**src/rtl/serial_addsub_pkg.sv**
```systemverilog
// Shared types and constants for the bit-serial adder/subtractor.
package serial_addsub_pkg;

  localparam int DEFAULT_WIDTH = 8;

  typedef enum logic [1:0] {
    IDLE  = 2'd0,
    SHIFT = 2'd1,
    DONE  = 2'd2
  } state_t;

endpackage

```
**src/rtl/full_adder_1bit.sv**
```systemverilog
// One-bit full adder used as the per-bit datapath of the serial engine.
module full_adder_1bit (
  input  logic a,
  input  logic b,
  input  logic cin,
  output logic s,
  output logic co
);

  assign s  = a ^ b ^ cin;
  assign co = (a & b) | (a & cin) | (b & cin);

endmodule

```
**src/rtl/serial_addsub_seq.sv**
```systemverilog
// Bit-serial add/subtract: one bit per SHIFT cycle, LSB first, result
// and flags registered when DONE is entered.
module serial_addsub_seq
  import serial_addsub_pkg::*;
#(
  parameter int WIDTH = DEFAULT_WIDTH
) (
  input  logic             clk,
  input  logic             rst_n,
  input  logic             start,
  input  logic [WIDTH-1:0] a,
  input  logic [WIDTH-1:0] b,
  input  logic             cin,
  input  logic             sub,
  output logic [WIDTH-1:0] sum,
  output logic             cout,
  output logic             ovf,
  output logic             busy,
  output logic             done,
  output state_t           fsm_state
);

  localparam int CW = $clog2(WIDTH + 1);
  localparam logic [CW-1:0] LAST_BIT = CW'(WIDTH - 1);

  state_t           state, next_state;
  logic [WIDTH-1:0] a_sh, b_sh;
  logic [WIDTH-2:0] res_sh;
  logic [WIDTH-1:0] res_next;
  logic [CW-1:0]    cnt;
  logic             carry;
  logic             sub_q;
  logic             bit_s, bit_co;

  // Handshake: start is a one-cycle request honoured only while IDLE
  // (busy and done both low); busy covers the WIDTH SHIFT cycles and
  // done pulses for one cycle when sum/cout/ovf are valid.
  full_adder_1bit u_fa (
    .a   (a_sh[0]),
    .b   (b_sh[0] ^ sub_q),
    .cin (carry),
    .s   (bit_s),
    .co  (bit_co)
  );

  assign res_next  = {bit_s, res_sh};
  assign fsm_state = state;

  always_comb begin
    next_state = state;
    busy       = 1'b0;
    done       = 1'b0;
    case (state)
      IDLE:  if (start) next_state = SHIFT;
      SHIFT: begin
        busy = 1'b1;
        if (cnt == LAST_BIT) next_state = DONE;
      end
      DONE: begin
        done       = 1'b1;
        next_state = IDLE;
      end
      default: next_state = IDLE;
    endcase
  end

  always_ff @(posedge clk or negedge rst_n) begin
    if (!rst_n) begin
      state  <= IDLE;
      a_sh   <= '0;
      b_sh   <= '0;
      res_sh <= '0;
      cnt    <= '0;
      carry  <= 1'b0;
      sub_q  <= 1'b0;
      sum    <= '0;
      cout   <= 1'b0;
      ovf    <= 1'b0;
    end else begin
      state <= next_state;
      if (state == IDLE && start) begin
        a_sh  <= a;
        b_sh  <= b;
        carry <= cin ^ sub;
        cnt   <= '0;
        sub_q <= sub;
      end else if (state == SHIFT) begin
        a_sh   <= a_sh >> 1;
        b_sh   <= b_sh >> 1;
        res_sh <= res_next[WIDTH-1:1];
        carry  <= bit_co;
        cnt    <= cnt + CW'(1);
        // Last bit: carry still holds the carry into the MSB.
        if (cnt == LAST_BIT) begin
          sum  <= res_next;
          cout <= bit_co;
          ovf  <= carry ^ bit_co;
        end
      end
    end
  end

endmodule

```
**config.mk**
```make
export PLATFORM = sky130hd
export DESIGN_NAME = serial_addsub_seq
export DESIGN_NICKNAME = d
export VERILOG_FILES = /design/src/rtl/serial_addsub_pkg.sv /design/src/rtl/full_adder_1bit.sv /design/src/rtl/serial_addsub_seq.sv
export SDC_FILE = /design/constraint.sdc
export NUM_CORES = 1
export LEC_CHECK = 0
export BUFFER_PORTS_ARGS = -buffer_cell sky130_fd_sc_hd__buf_2
export CAP_MARGIN = 15
export CORE_MARGIN = 2
export CORE_UTILIZATION = 40
export CTS_CLUSTER_SIZE = 16
export DETAILED_ROUTE_END_ITERATION = 10
export SLEW_MARGIN = 20
export SYNTH_ARGS = -nofsm -noshare
export SYNTH_HDL_FRONTEND = slang
export SYNTH_SLANG_ARGS = --single-unit
```
**constraint.sdc**
```tcl
create_clock -name clk -period 3.65 [get_ports clk]
set_input_delay 0.1825 -clock clk [delete_from_list [all_inputs] [get_ports clk]]
set_output_delay 0.1825 -clock clk [all_outputs]
set_load 0.05 [all_outputs]
```
# After elaboration in Yosys (flattened, before gate mapping)
# Cells that the tools add are included.
[classes]
n_addsub = 1
n_eq_ne = 5
n_mux = 13
n_bitwise = 11
n_reduce_logical = 6
[ops]
columns = ["cell", "n"]
rows = [
  ["$mux W8", 4],
  ["$mux W4", 2],
  ["$xor A1 B1 Y1", 5],
  ["$add A4 B1 Y4 const B", 1],
  ["$eq A4 B3 Y1 const B", 1],
  ["$mux W1", 4],
  ["$mux W2", 2],
  ["$pmux W2 S2", 1],
  ["$reduce_and A2 Y1", 2],
  ["$and A1 B1 Y1", 3],
  ["$reduce_and A3 Y1", 1],
  ["$eq A2 B1 Y1 const B", 1],
  ["$eq A2 B2 Y1 const B", 1],
  ["$logic_not A2 Y1", 1],
  ["$ne A2 B1 Y1 const B", 1],
  ["$ne A2 B2 Y1 const B", 1],
  ["$or A1 B1 Y1", 2],
  ["$reduce_bool A2 Y1", 1],
  ["$logic_and A1 B1 Y1", 1],
  ["$not A1 Y1", 1],
]
[totals]
reg_bits = 41
elab_cells = 46

# Longest topological paths before layout
# Gate-level depths: netlist (run 1).
[logic_depth]
word_depth = 6
depth_mapped = 5

# Cells and area by module
# Synthesis (run 1) repeated with hierarchy kept, for this count alone.
[hier_totals]
hier_cells = 162
area_unflattened_um2 = 1775.5
[modules_own_cells]
columns = ["mod", "n_inst", "cells_per_inst", "area_each_um2", "seq_area_each_um2"]
rows = [
  ["serial_addsub_seq", 1, 161, 1755.4, 1026.0],
  ["full_adder_1bit", 1, 1, 20.0, 0.0],
]

# Worst setup path after synthesis (run 1)
# No wires, ideal clock.
[synth_timing]
kind = "register to output"
start = "reg state[1] (netlist: fsm_state[1])"
end = "out done"
arrival_ps = 1664
path_slack_ps = 1804
path_stages_with_launch = 3
path_buffers = 1
cell_sequence = "dfrtp_1 buf_2 nor2b_1"
[synth_between]
elab_chain_cells = 2
[synth_rtl]
columns = ["element", "line_no", "text"]
rows = [
  ["start, declared", "serial_addsub_seq.sv:26", "state_t state, next_state;"],
  ["start signal, assigned", "serial_addsub_seq.sv:80", "state <= next_state;"],
  ["$eq A2 B2 Y1", "serial_addsub_seq.sv:53", "case (state)"],
  ["$mux W1", "serial_addsub_seq.sv:53", ""],
  ["end, declared", "serial_addsub_seq.sv:19", "output logic done,"],
]
# No other way between the ends.

# Final worst setup path (run 1)
[layout_timing]
start = "reg state[1] (netlist: fsm_state[1])"
end = "out busy"
[layout_between]
elab_chain_cells = 2
[layout_rtl]
columns = ["element", "line_no", "text"]
rows = [
  ["$eq A2 B1 Y1", "serial_addsub_seq.sv:53", ""],
  ["$mux W1", "serial_addsub_seq.sv:53", ""],
  ["end, declared", "serial_addsub_seq.sv:18", "output logic busy,"],
]
# No other way between the ends.

==> impl_metrics.ini, run 1 <==
[run_status]
outcome = finished clean

[floorplanning]
rows = 24
pin_count = 35
core_mm2 = 0.00438
die_area_mm2 = 0.00511
die_height_um = 71.5
fp.dieW_um = 71.5
start_util = 0.416

[layout]
stdcell_area_mm2 = 0.00212
fillers = 426
final_common_cell = dfrtp_1
area_growth_pct = 16.1
nNetsFinal = 227
drive_above_1_share = 0.230
instances_no_fill = 256
diodes = 0
mostFrequentLayoutCells = dfrtp_1, buf_2, nand2_1

[sta]
setup_viol = 0
finalHoldViolCount = 0
fin_crit_sh = 0.645
rsz0062_at_grt = false
worst_pin_slew_ns = 0.907
slew_viol_final = 0
finClkSkew_ns = 0.00639
fmax_mhz = 425
finalCriticalPeriod_ns = 2.35
slew_headroom = 0.396
finalSetupTns_ns = 0

[global_routing]
grt.met2_usage = 0.265
grt_overflow = 0
gr-max-usage-layer = met2
grt_start_max_net_pins = 42
grt_pass1_wl_um = 6350
grt_pass1_vias = 1352
track_usage = 0.159
met1_usage = 0.197
use_met3 = 0.0366
antenna_found_initial = 0

[pwr]
leakagePower_nw = 0.987
p_int_mw = 1.13
p_sw_frac = 0.429
p_total_mw = 1.98
peakVddDrop_uv = 289
p_clk_frac = 0.179
p_seq_frac = 0.396
p_sw_mw = 0.851
power_density_mw_per_mm2 = 937
p_comb_frac = 0.425

[run]
maxCapViolCount = 0

[detailed_routing]
drtAntennaViolNets = 0
totalWireLength_um = 3710
vias_per_cell = 5.34
wl_per_cell_um = 14.5
drt-initial-drc-count = 89
drc = 0
vias = 1366
dr.pass1.iters = 4

[cts]
postCtsHoldBufs = 0
clock-sinks = 41
insertion_delay_ns = 0.29
cts_root_buffer = clkbuf_8
numCtsBuffers = 5
clk_path_buf_depth = 2
cts_tree = built
cts_resized = 0
clkTransAtPathRegs_ns = 0.08
cts_setup_buffers = 0
htree_levels = 2

[place]
dpl_cell_area_mm2 = 0.00201
place_inst = 249
gp_congestion = 0.716
dp_hpwl_um = 2470
place.port_buffers = 34

[synthesis]
syn_inst = 173
ys_seq_area_frac = 0.563
synthDistinctLibCells = 27
synth_nets = 196
yosys_warnings = 0
yosys-top-cells-area = dfrtp_1, nand2_1, a22oi_1
syn_area_per_cell_um2 = 10.5
netlist_area_mm2 = 0.00182
synth-seq-cells = 41
synth_top_cell_by_area = dfrtp_1
synth_top_area_frac = 0.563

[worst_setup_path]
r2r-end = sum[6]
reg2reg_slack_ns = 1.30
critPathLaunchType = flip-flop
required_ns = 3.47
worstPathMaxFanout = 24
worst-setup-path-type = flip-flop to output port
endpoint_kind = output port
r2r_cells = 3
r2r-start = fsm_state[1]
arrival_ns = 2.17

[hold_path]
min_path_type = primary input to asynchronous set/reset pin
[area by class of cell]
type	count	area, µm²	share of cell area
timing repair buffer	35	178	0.0839
inverter	5	18.8	0.00887
clock buffer	5	68.8	0.0325
clock inverter	2	35.0	0.0165
multi-input combinational	116	726	0.343
tap	52	65.1	0.0307
sequential	41	1030	0.485
[registers in the layout, summed over array words and instances, names as in the netlist]
signal and flops:
cout 1, sum 8, sub_q 1, cnt 4
a_sh 8, res_sh 7, carry 1, b_sh 8
fsm_state 2, ovf 1
[metal layers]
layer	routed length [µm]	vias to the layer above	part of all wire
li1	-	659	-
met1	1660	668	0.45
met2	1830	32	0.49
met3	151	7	0.041
met4	65	0	0.018
met5	0	-	0
[synthesized netlist by cell type]
library cell   n
o21ai_0       18
a2bb2oi_1      1
nor2b_1       11
nand3_1        2
xor2_1         1
nor3_2         1
buf_6          1
o21bai_1       1
dfrtp_1       41
mux2_2         3
o211ai_1       1
clkbuf_1       7
xnor2_1        2
mux2_1         7
nand2b_2       1
fa_1           1
a22o_1         2
buf_2          3
a21oi_1        9
inv_1          5
ha_1           1
nand2_1       32
mux2i_1        2
a22oi_1       15
nor3b_1        1
nor2_1         3
o311ai_0       1
[per-stage QoR]
| step | worst slack [ns] | util | hold WS (ns) |
|---|---|---|---|
| global placement | 1.35 | 0.459 | 0.348 |
| finish | 1.30 | 0.483 | 0.0135 |
| detailed placement | 1.27 | 0.459 | 0.361 |
| CTS | 1.25 | 0.483 | 0.0425 |
| global route | 1.12 | 0.483 | 0.0913 |
| floorplan | 1.80 | - | -0.113 |
[power groups by stage]
stage / sequential, mW / clock (mW) / combinational, mW
finish: 0.785 / 0.356 / 0.843
global route: 0.815 / 0.387 / 0.926
CTS: 0.787 / 0.360 / 0.858
detailed placement: 0.796 / 0 / 0.857
global placement: 0.786 / 0 / 0.830
floorplan: 0.952 / 0 / 0.487
[kinds of logic after synthesis]
kind of cell | Yosys count | share of synthesized area
mux | 12 | 0.0728
flops | 41 | 0.563
compound gates | 48 | 0.163
xor+xnor | 3 | 0.0144
fa+ha+maj | 2 | 0.0178
simple gates | 51 | 0.130
buf+inv | 16 | 0.0391
[how the worst max path moves through the flow]
stage / from / endpoint / slack (ns)
final: fsm_state[1] / busy / 1.30
after global routing: fsm_state[1] / sum[0] / 1.12
after CTS: fsm_state[1] / sum[6] / 1.25
after detailed placement: fsm_state[1] / sum[6] / 1.27
after global placement: fsm_state[1] / sum[6] / 1.35
after floorplan: fsm_state[1] / done / 1.80
[critical path: stages, from the launching register on]
cell and delay [ns]:
dfrtp_1 0.65, nand2b_2 0.43, inv_1 0.43, buf_2 0.36
Power figures use the tool's default switching activity.
==> inputs of run 2 (changes only) <==
Clock period 3.65 ns to 2.3 ns, I/O delays scaled along.
==> impl_metrics.ini, run 2 (synthesized netlist as in run 1, its figures left out) <==
[run_status]
outcome = finished clean

[sta]
whs_ns = 0.0867
worst_pin_slew_ns = 0.897
slew_headroom = 0.402
slew_viol_final = 0
fmax_mhz = 535
finClkSkew_ns = 0.00585
setup_viol = 0
finalCriticalPeriod_ns = 1.87
fin_crit_sh = 0.812
rsz0062_at_grt = false
finalSetupTns_ns = 0
finalHoldViolCount = 0
fin_ws_ns = 0.432

[global_routing]
antenna_found_initial = 0
grt_overflow = 0
track_usage = 0.155
grt_pass1_vias = 1326
grt_pass1_wl_um = 6190
grt_start_max_net_pins = 42

[detailed_routing]
drc = 0
wl_per_cell_um = 14.0
drt-initial-drc-count = 71
totalWireLength_um = 3610
vias = 1351
drtAntennaViolNets = 0
dr.pass1.iters = 4
vias_per_cell = 5.22

[cts]
clk_path_buf_depth = 2
clock-sinks = 41
insertion_delay_ns = 0.29
cts_resized = 0
numCtsBuffers = 5
cts_root_buffer = clkbuf_8
cts_tree = built
htree_levels = 2
postCtsHoldBufs = 1
cts_setup_buffers = 0
clkTransAtPathRegs_ns = 0.08

[layout]
nNetsFinal = 231
reg_top3 = a_sh x8, b_sh x8, sum x8
area_growth_pct = 16.3
utilization = 0.483
drive_above_1_share = 0.237
mostFrequentLayoutCells = dfrtp_1, buf_2, nand2_1
stdcell_area_mm2 = 0.00212
seq_area_mm2 = 0.00103
instances_no_fill = 259
fillers = 412
diodes = 0
multi_input_area_um2 = 726
final_common_cell = dfrtp_1

[floorplanning]
start_util = 0.416
die_height_um = 71.5
rows = 24
core_mm2 = 0.00438
fp.dieW_um = 71.5
pin_count = 35
die_area_mm2 = 0.00511

[run]
maxCapViolCount = 0

[hold_path]
min_path_type = primary input to flip-flop
hold_path_depth = 2

[worst_setup_path]
required_ns = 2.18
worstPathMaxFanout = 15
critPathLaunchType = flip-flop
worst-setup-path-type = flip-flop to output port
endpoint_kind = output port
arrival_ns = 1.75
r2r_cells = 4

[pwr]
peakVddDrop_uv = 419
leakagePower_nw = 0.993
p_total_mw = 3.03
power_density_mw_per_mm2 = 1430

[place]
gp_congestion = 0.709
place_inst = 252
post-place-ws_ns = 0.483
place.port_buffers = 34
dp_hpwl_um = 2490
dpl_cell_area_mm2 = 0.00204
-- run 2: cell count changes in the layout (fill, tap and decap cells not counted) --
cell,change
buf_4,+3
bufinv_16,-1
dlygate4sd3_1,+1
-- run 2: critical path, stage by stage (launching register included) --
cell,delay (ns)
dfrtp_1,0.38
nand2b_2,0.29
inv_1,0.43
buf_2,0.36
-- run 2: cell type report --
class | count | share of cell area
flip-flops and latches | 41 | 0.484
multi-input cells | 116 | 0.342
repair buffers | 39 | 0.0992
clock buffers | 5 | 0.0325
well taps | 52 | 0.0307
inverters | 5 | 0.00885
clock inverters | 1 | 0.00236
-- run 2: final timing paths --
| kind | to | start | slack, ns |
|---|---|---|---|
| worst min-delay path | sub_q | sub | 0.09 |
| worst min register to register | sum[4] | sum[4] | 0.48 |
| worst max-delay path | busy | fsm_state[1] | 0.43 |
| min in group asynchronous | sum[1] | rst_n | 0.48 |
| max in group asynchronous | res_sh[3] | rst_n | 1.25 |
| worst max register to register | sum[2] | fsm_state[1] | 0.47 |
-- run 2: per-layer routing --
layer  up-vias  part of all wire  GRT usage  wire [µm]
li1        667                 -          -          -
met3         4             0.045     0.0478        164
met5         -                 0          0          0
met1       651              0.47      0.201       1690
met4         0            0.0094     0.0440         34
met2        29              0.48      0.252       1730
-- run 2: report_power, final --
part | switching [mW] | internal (mW) | total [mW]
Sequential | 0.194 | 1.03 | 1.22
Clock | 0.228 | 0.200 | 0.427
Combinational | 0.909 | 0.471 | 1.38
